==> src/rtl/distance_alarm_beeper.sv <==
// Ultrasonic distance alarm: BCD capture, hysteretic zoning, staleness
// timeout and a pulsed / continuous buzzer tone generator.
module distance_alarm_beeper #(
   parameter int DIGITS         = 6,
   parameter int FRAC_DIGITS    = 2,
   parameter int NEAR_CM        = 10,
   parameter int FAR_CM         = 20,
   parameter int HYST_CM        = 1,
   parameter int STEP_CYCLES    = 200_000,
   parameter int ON_CYCLES      = 5_000_000,
   parameter int TIMEOUT_CYCLES = 50_000_000,
   parameter int ACTIVE_LOW     = 1
) (
   input  logic                clk,
   input  logic                rst_n,
   input  logic                beep_vld,
   input  logic                data_vld,
   input  logic [DIGITS*4-1:0] distance_data,
   output logic                beep,
   output logic [1:0]          zone,
   output logic                bcd_err
);

   function automatic longint unsigned pow10(input int n);
      longint unsigned p;
      p = 1;
      for (int i = 0; i < n; i++) p = p * 10;
      return p;
   endfunction

   localparam longint unsigned MAXD = pow10(DIGITS - FRAC_DIGITS);
   localparam longint unsigned MAXP = MAXD * 64'(STEP_CYCLES);
   localparam int DW = $clog2(MAXD);
   localparam int CW = $clog2(MAXP + 64'(ON_CYCLES) + 64'd1);
   localparam int TW = $clog2(64'(TIMEOUT_CYCLES) + 64'd1);

   localparam logic [1:0] Z_FAR   = 2'd0;
   localparam logic [1:0] Z_MID   = 2'd1;
   localparam logic [1:0] Z_NEAR  = 2'd2;
   localparam logic [1:0] Z_STALE = 2'd3;

   localparam logic [1:0] ST_OFF   = 2'd0;
   localparam logic [1:0] ST_CONT  = 2'd1;
   localparam logic [1:0] ST_P_ON  = 2'd2;
   localparam logic [1:0] ST_P_OFF = 2'd3;

   localparam logic [DW-1:0] L_NEAR    = DW'(NEAR_CM);
   localparam logic [DW-1:0] L_FAR     = DW'(FAR_CM);
   localparam logic [DW-1:0] L_FAR_HI  = DW'(FAR_CM + HYST_CM);
   localparam logic [DW-1:0] L_NEAR_HI = DW'(NEAR_CM + HYST_CM);
   localparam logic [CW-1:0] L_ON      = CW'(ON_CYCLES);
   localparam logic [CW-1:0] L_ON_2    = CW'(2 * ON_CYCLES);
   localparam logic [TW-1:0] L_TMO     = TW'(TIMEOUT_CYCLES);
   localparam logic          L_IDLE    = (ACTIVE_LOW != 0);

   logic [DW-1:0] r_dist;
   logic          r_load;
   logic [TW-1:0] r_tmr;
   logic [1:0]    r_state;
   logic [CW-1:0] r_cnt;
   logic [CW-1:0] r_period;

   logic          w_bad;
   logic          w_ok;
   logic [DW-1:0] w_bin;
   logic [CW-1:0] w_period;
   logic [CW-1:0] w_off_last;
   logic          w_sound;

   always_comb begin
      w_bad = 1'b0;
      for (int i = 0; i < DIGITS; i++)
         if (distance_data[i*4 +: 4] > 4'd9) w_bad = 1'b1;
      w_bin = '0;
      for (int i = DIGITS - 1; i >= FRAC_DIGITS; i--)
         w_bin = w_bin * DW'(10) + DW'(distance_data[i*4 +: 4]);
   end

   assign w_ok     = data_vld && !w_bad;
   assign w_period = (CW'(r_dist) + CW'(1)) * CW'(STEP_CYCLES);
   // Off time never drops below the on time, so short periods cannot underflow
   assign w_off_last = ((r_period >= L_ON_2) ? (r_period - L_ON) : L_ON)
                       - CW'(1);
   assign w_sound  = beep_vld && (r_state == ST_CONT || r_state == ST_P_ON);

   always_ff @(posedge clk or negedge rst_n) begin
      if (!rst_n) begin
         r_dist  <= '0;
         r_load  <= 1'b0;
         bcd_err <= 1'b0;
         r_tmr   <= '0;
      end else begin
         r_load  <= w_ok;
         bcd_err <= data_vld && w_bad;
         if (w_ok) r_dist <= w_bin;
         if (w_ok) r_tmr <= '0;
         else if (r_tmr != L_TMO) r_tmr <= r_tmr + TW'(1);
      end
   end

   always_ff @(posedge clk or negedge rst_n) begin
      if (!rst_n) begin
         zone <= Z_FAR;
      end else if (r_load) begin
         unique case (zone)
            Z_MID: begin
               if (r_dist < L_NEAR) zone <= Z_NEAR;
               else if (r_dist > L_FAR_HI) zone <= Z_FAR;
            end
            Z_NEAR: begin
               if (r_dist > L_FAR_HI) zone <= Z_FAR;
               else if (r_dist >= L_NEAR_HI) zone <= Z_MID;
            end
            default: begin
               if (r_dist < L_NEAR) zone <= Z_NEAR;
               else if (r_dist <= L_FAR) zone <= Z_MID;
               else zone <= Z_FAR;
            end
         endcase
      end else if (r_tmr == L_TMO) begin
         zone <= Z_STALE;
      end
   end

   always_ff @(posedge clk or negedge rst_n) begin
      if (!rst_n) begin
         r_state  <= ST_OFF;
         r_cnt    <= '0;
         r_period <= '0;
      end else if (!beep_vld || (zone != Z_MID && zone != Z_NEAR)) begin
         r_state <= ST_OFF;
         r_cnt   <= '0;
      end else if (zone == Z_NEAR) begin
         r_state <= ST_CONT;
         r_cnt   <= '0;
      end else begin
         unique case (r_state)
            ST_P_ON: begin
               if (r_cnt == L_ON - CW'(1)) begin
                  r_state <= ST_P_OFF;
                  r_cnt   <= '0;
               end else begin
                  r_cnt <= r_cnt + CW'(1);
               end
            end
            ST_P_OFF: begin
               if (r_cnt == w_off_last) begin
                  r_state  <= ST_P_ON;
                  r_cnt    <= '0;
                  r_period <= w_period;
               end else begin
                  r_cnt <= r_cnt + CW'(1);
               end
            end
            default: begin
               r_state  <= ST_P_ON;
               r_cnt    <= '0;
               r_period <= w_period;
            end
         endcase
      end
   end

   always_ff @(posedge clk or negedge rst_n) begin
      if (!rst_n) beep <= L_IDLE;
      else beep <= w_sound ? ~L_IDLE : L_IDLE;
   end

endmodule

==> config.mk <==
export PLATFORM = sky130hd
export DESIGN_NAME = distance_alarm_beeper
export DESIGN_NICKNAME = d
export VERILOG_FILES = /design/src/rtl/distance_alarm_beeper.sv
export SDC_FILE = /design/constraint.sdc
export NUM_CORES = 1
export LEC_CHECK = 0
export CORE_AREA = 2 2 185 187
export DETAILED_ROUTE_END_ITERATION = 10
export DIE_AREA = 0 0 187 189
export MAX_ROUTING_LAYER = met4
export PLACE_DENSITY = 0.61
export SETUP_SLACK_MARGIN = 0.02
export SLEW_MARGIN = 0
export SYNTH_ARGS = -nofsm -noshare
export SYNTH_HDL_FRONTEND = slang
export SYNTH_SLANG_ARGS = --single-unit
==> constraint.sdc <==
create_clock -name clk -period 11.1 [get_ports clk]
set_clock_uncertainty 0.15 [all_clocks]
set_input_delay 2.22 -clock clk [delete_from_list [all_inputs] [get_ports clk]]
set_output_delay 2.22 -clock clk [all_outputs]
set_load 0.03 [all_outputs]
## Word-level counts from Yosys, hierarchy flattened

Cells that the tools add are included.

| word-level totals | value |
|---|---|
| input port bits | 28 |
| word-level logic and storage cells | 95 |
| register bits after elaboration | 109 |
| output and inout bits | 4 |

| cells by class | value |
|---|---|
| magnitude comparators | 11 |
| equality and inequality tests | 16 |
| mux-type cells | 31 |
| reduce and logical (&&, ||, !) cells | 13 |
| bitwise gates (word level) | 3 |
| multiply operators | 4 |
| add/sub/neg operators | 8 |

Operators by type and width:

| operator | number |
|---|---|
| two-way mux 31 bit | 6 |
| case mux 31 bit (2 select lines) | 2 |
| two-way mux 26 bit | 2 |
| adder 31 x 1 -> 31 bit, second input constant | 1 |
| equality test 31 x 23 -> 1 bit, second input constant | 1 |
| equality test 31 bit | 1 |
| >= comparator 31 x 24 -> 1 bit, second input constant | 1 |
| subtractor 31 x 1 -> 31 bit, second input constant | 1 |
| subtractor 31 x 23 -> 31 bit, second input constant | 1 |
| adder 26 x 1 -> 26 bit, second input constant | 1 |
| equality test 26 bit, second input constant | 1 |
| != test 26 bit, second input constant | 1 |
| multiplier 15 x 12 -> 25 bit, second input constant | 1 |
| greater-than comparator 4 bit, second input constant | 6 |
| two-way mux 2 bit | 11 |
| adder 14 x 1 -> 15 bit, second input constant | 1 |
| adder 13 x 4 -> 14 bit | 1 |
| adder 14 x 4 -> 14 bit | 1 |
| >= comparator 14 x 4 -> 1 bit, second input constant | 1 |
| greater-than comparator 14 x 5 -> 1 bit, second input constant | 1 |
| <= comparator 14 x 5 -> 1 bit, second input constant | 1 |
| < comparator 14 x 4 -> 1 bit, second input constant | 1 |
| multiplier 14 x 3 -> 13 bit, second input constant | 1 |
| multiplier 9 x 3 -> 12 bit, second input constant | 1 |
| 18 further kinds | 40 |

## Longest topological paths before layout

| logic depth | value |
|---|---|
| depth after elaboration | 10 |
| gate-level depth with buffers | 25 |
| mapped depth without buffers | 24 |

## Worst setup path before layout

Ideal clock, no wire load.

| timing | value |
|---|---|
| path type | input -> register |
| from | in distance_data[21] |
| to | reg r_dist[13] |
| required time | 10.873 ns |
| arrival | 6.798 ns |
| slack | 4.074 ns |
| setup time | 0.077 ns |
| path buffers | 0 |
| cell stages on the path | 20 |
| cell sequence | ha_1 > ha_1 > inv_1 > fa_1 > xor2_1 > ha_1 > ha_1 > xnor2_1 > or3b_2 > xnor2_1 > ha_1 > ha_1 > a21oi_1 > o21bai_1 > a21oi_1 > o21bai_1 > a21oi_1 > xnor2_1 > xnor3_1 > a21oi_1 |

| between the ends | value |
|---|---|
| word-level cells in the longest chain between the ends | 6 |
| elaborated cells on any way between the ends | 10 |
| classes of those cells | 3 x add/sub; 3 x mul; 1 x order compare; 1 x mux; 2 x reduce/logical |

RTL lines:

| what | line | source |
|---|---|---|
| start: declaration | 18 | `input logic [DIGITS*4-1:0] distance_data,` |
| multiplier 4 x 3 -> 7 bit | 76 | `w_bin = w_bin * DW'(10) + DW'(distance_data[i*4 +: 4]);` |
| adder 8 x 4 -> 9 bit | 76 |  |
| multiplier 9 x 3 -> 12 bit | 76 |  |
| adder 13 x 4 -> 14 bit | 76 |  |
| multiplier 14 x 3 -> 13 bit | 76 |  |
| adder 14 x 4 -> 14 bit | 76 |  |
| end signal: assignment | 95 | `if (w_ok) r_dist <= w_bin;` |
| end: declaration | 56 | `logic [DW-1:0] r_dist;` |

Parallel ways exist; a longest one is shown, timed or not.
A chain may end at the register's enable or synchronous reset.

## Worst setup path in the final report

| timing | value |
|---|---|
| from | in distance_data[23] |
| to | reg r_dist[13] |

Same word-level chain as after synthesis.

==> key figures <==
Logic synthesis
  – Post-synth EDFFs: 0
  – Synth area leaders: dfrtp_1 22%, ha_1 16%, fa_1 7.9%
  – Count leader, synth: ha_1
  – Ys Warns: 0
  – Synth Flop Type: dfrtp_1
  – Mapped cell area: 11600 um^2
  – Post-synthesis average cell area: 8.91 um^2
  – Cells after synthesis: 1300
  – Synth top area share: 22.0%
  – Netlist cell types: 90
  – Synth cell count leaders: 148 x ha_1, 118 x nor2_1, 106 x inv_1, 102 x dfrtp_1, 87 x xnor2_1
  – Ys async rst share: 100%
  – Register area share after synthesis: 22.3%
  – Syn_nets: 1522
  – Yosys top cell by area: dfrtp_1
  – FF+latch count, synth: 103

Timing
  – Final min period: 7570 ps
  – Fin. max-slew vios: 0
  – Worst Max-Slew Pin Slew: 949 ps
  – RSZ-0062 raised after global routing: false
  – Crit share post-route: 68.2%
  – Max Fclk: 132 MHz
  – Slew HR: 36.8%
  – Fin. Hold Viols: 0
  – # setup viols final: 0
  – Setup TNS: 0 ps

Cells and area
  – Fraction of layout cells with a size suffix above 1: 5.17%
  – Design area: 12500 um^2
  – Layout area overhead: 8.26%
  – Inserted Diodes: 0
  – Final design utilization: 37.7%
  – Final nets: 1514

Detailed routing
  – Final wirelength: 25.1 mm
  – Antenna Nets Post-Route: 0
  – # DRC: 0
  – WL met3: 518 um
  – Total vias in the final route: 8952
  – Pre-Repair DR Iteration Count: 5
  – Post-Route M1 WL: 11.8 mm
  – DRT iter0 DRCs: 337
  – Routed wire per std cell: 14.4 um
  – Metal2 WL: 12.3 mm
  – DR top layer: met4
  – Vias per cell: 5.13

Floorplanning
  – Die width: 187 um
  – Initial Utilization: 34.8%
  – Num ports: 32
  – Die Area: 35300 um^2
  – Std cell rows: 67
  – DIE HEIGHT: 189 um
  – Core Area: 33300 um^2

Clock network
  – Clk buf depth: 2
  – Worst-path clk slew: 90 ps
  – Cts bufs inserted: 9
  – CTS tree: yes
  – Setup Fix Bufs, Post-CTS: 0
  – Post-CTS sizing: 0
  – Hold-fix buffers at CTS: 0
  – Later-pin clock latency in the skew report: 370 ps
  – Clk Tree Root Cell: clkbuf_16
  – H-tree depth: 3
  – CTS sink count: 103

Worst setup path
  – CP most frequent cell: ha_1
  – CP max stage cell: clkdlybuf4s50_1
  – WP data arrival: 7720 ps
  – Required time worst endpoint: 11250 ps
  – Endpoint type of the worst setup path: register
  – Kind of start point of the critical path: input port
  – Max incr delay on CP: 600 ps
  – Kind of critical path: input port to register
  – Crit-path max FO: 7
  – CP cell instances: clkdlybuf4s50_1 -> ha_1 -> ha_1 -> inv_1 -> fa_1 -> nor3b_1 -> xnor2_1 -> ha_1 -> ha_1 -> inv_1 -> o21bai_1 -> a21oi_1 -> xnor2_1 -> nor3b_1 -> xor2_1 -> ha_1 -> ha_1 -> inv_1 -> o21bai_1 -> a21oi_1 -> xnor2_1 -> xnor3_1 -> a21oi_1

Placement
  – Placed instance area: 12200 um^2
  – GPL Wtd Cong: 0.865
  – Port Buffer Count: 29
  – Final HPWL DP: 20.0 mm

Global routing
  – Vias in the first global route: 8849
  – First-pass GRT wire length: 42.7 mm
  – Largest net degree at the start of global routing: 73
  – Initial antenna violation count: 0
  – Global route overflow: 0
  – All-Layer GR Usage: 14.9%

Min path
  – Hold WC Path Type: register to register

Run status
  – Run status: completed

Run
  – Max-Cap Viols: 0
cell families (layout without fill, tap and decap cells):
group	Yosys count	after routing	synth area share, %
buffers and inverters	157	154	5.43
and+or+nand+nor	424	424	19.0
AOI/OAI and AO/OA	219	219	12.9
adders and majority gates	194	194	23.9
DFF	103	103	22.3
xor gates and xnor gates	171	171	13.1
muxes	32	32	3.39
worst max-delay path: cells and delay by family:
family | cells | cell delay, ps
xor+xnor | 5 | 1110
simple gates | 2 | 720
fa+ha+maj | 7 | 2190
buf+inv | 4 | 820
compound gates | 5 | 670
stage by stage:
step                std cells  setup WS, ps  hold slack, ps
global route             1745          3010             386
floorplan                1300          4070             305
finish                   1745          3530             344
global placement         1729          3200             327
CTS                      1745          3500             345
detailed placement       1729          3110             335
routing by layer:
layer	global-route usage [%]	up-vias
met5	-	-
met4	4.03	0
met3	1.87	25
met2	25.7	119
met1	18.4	4275
li1	-	4533
state kept, by name, indices dropped and copies added (netlist names):
register	count
r_dist	14
bcd_err	1
r_cnt	31
r_period	25
r_tmr	26
zone	2
r_state	2
r_load	1
beep	1
path summary, 6_finish.rpt:
path / from / endpoint / slack (ps) / cells after the start
max in group asynchronous: rst_n / r_period[8] / 7880 / 2
worst max register to register: r_dist[0] / r_period[29] / 4640 / 22
worst max-delay path: distance_data[23] / r_dist[13] / 3530 / 23
worst min-delay path: r_cnt[0] / r_cnt[0] / 340 / 1
worst min register to register: r_cnt[0] / r_cnt[0] / 340 / 1
min in group asynchronous: rst_n / r_cnt[24] / 1640 / 1
layout by cell type, fill, tap and decap left out, types with 16 or more instances in the layout:
cell type | netlist | final
inv_1 | 106 | 106
ha_1 | 148 | 148
nand3_1 | 43 | 43
dfrtp_1 | 102 | 102
nand4_1 | 16 | 16
and3_1 | 25 | 25
o21ai_0 | 49 | 49
fa_1 | 46 | 46
nand2_1 | 85 | 85
clkdlybuf4s50_1 | 0 | 28
nor2_1 | 118 | 118
a21oi_1 | 54 | 54
nor4_1 | 16 | 16
xor2_1 | 82 | 82
xnor2_1 | 87 | 87
nor3_1 | 27 | 27
area by class of cell:
type                       count  area, um^2
fill                        3390       20700
inverter                     106         398
clock buffer                   9         225
sequential                   103        2580
multi-input combinational   1040        8380
timing repair buffer          32         310
clock inverter                 7        87.6
tap                          448         561
Power is not shown: default switching activity piles up to over one toggle a cycle in this logic, so the estimate is an artifact.
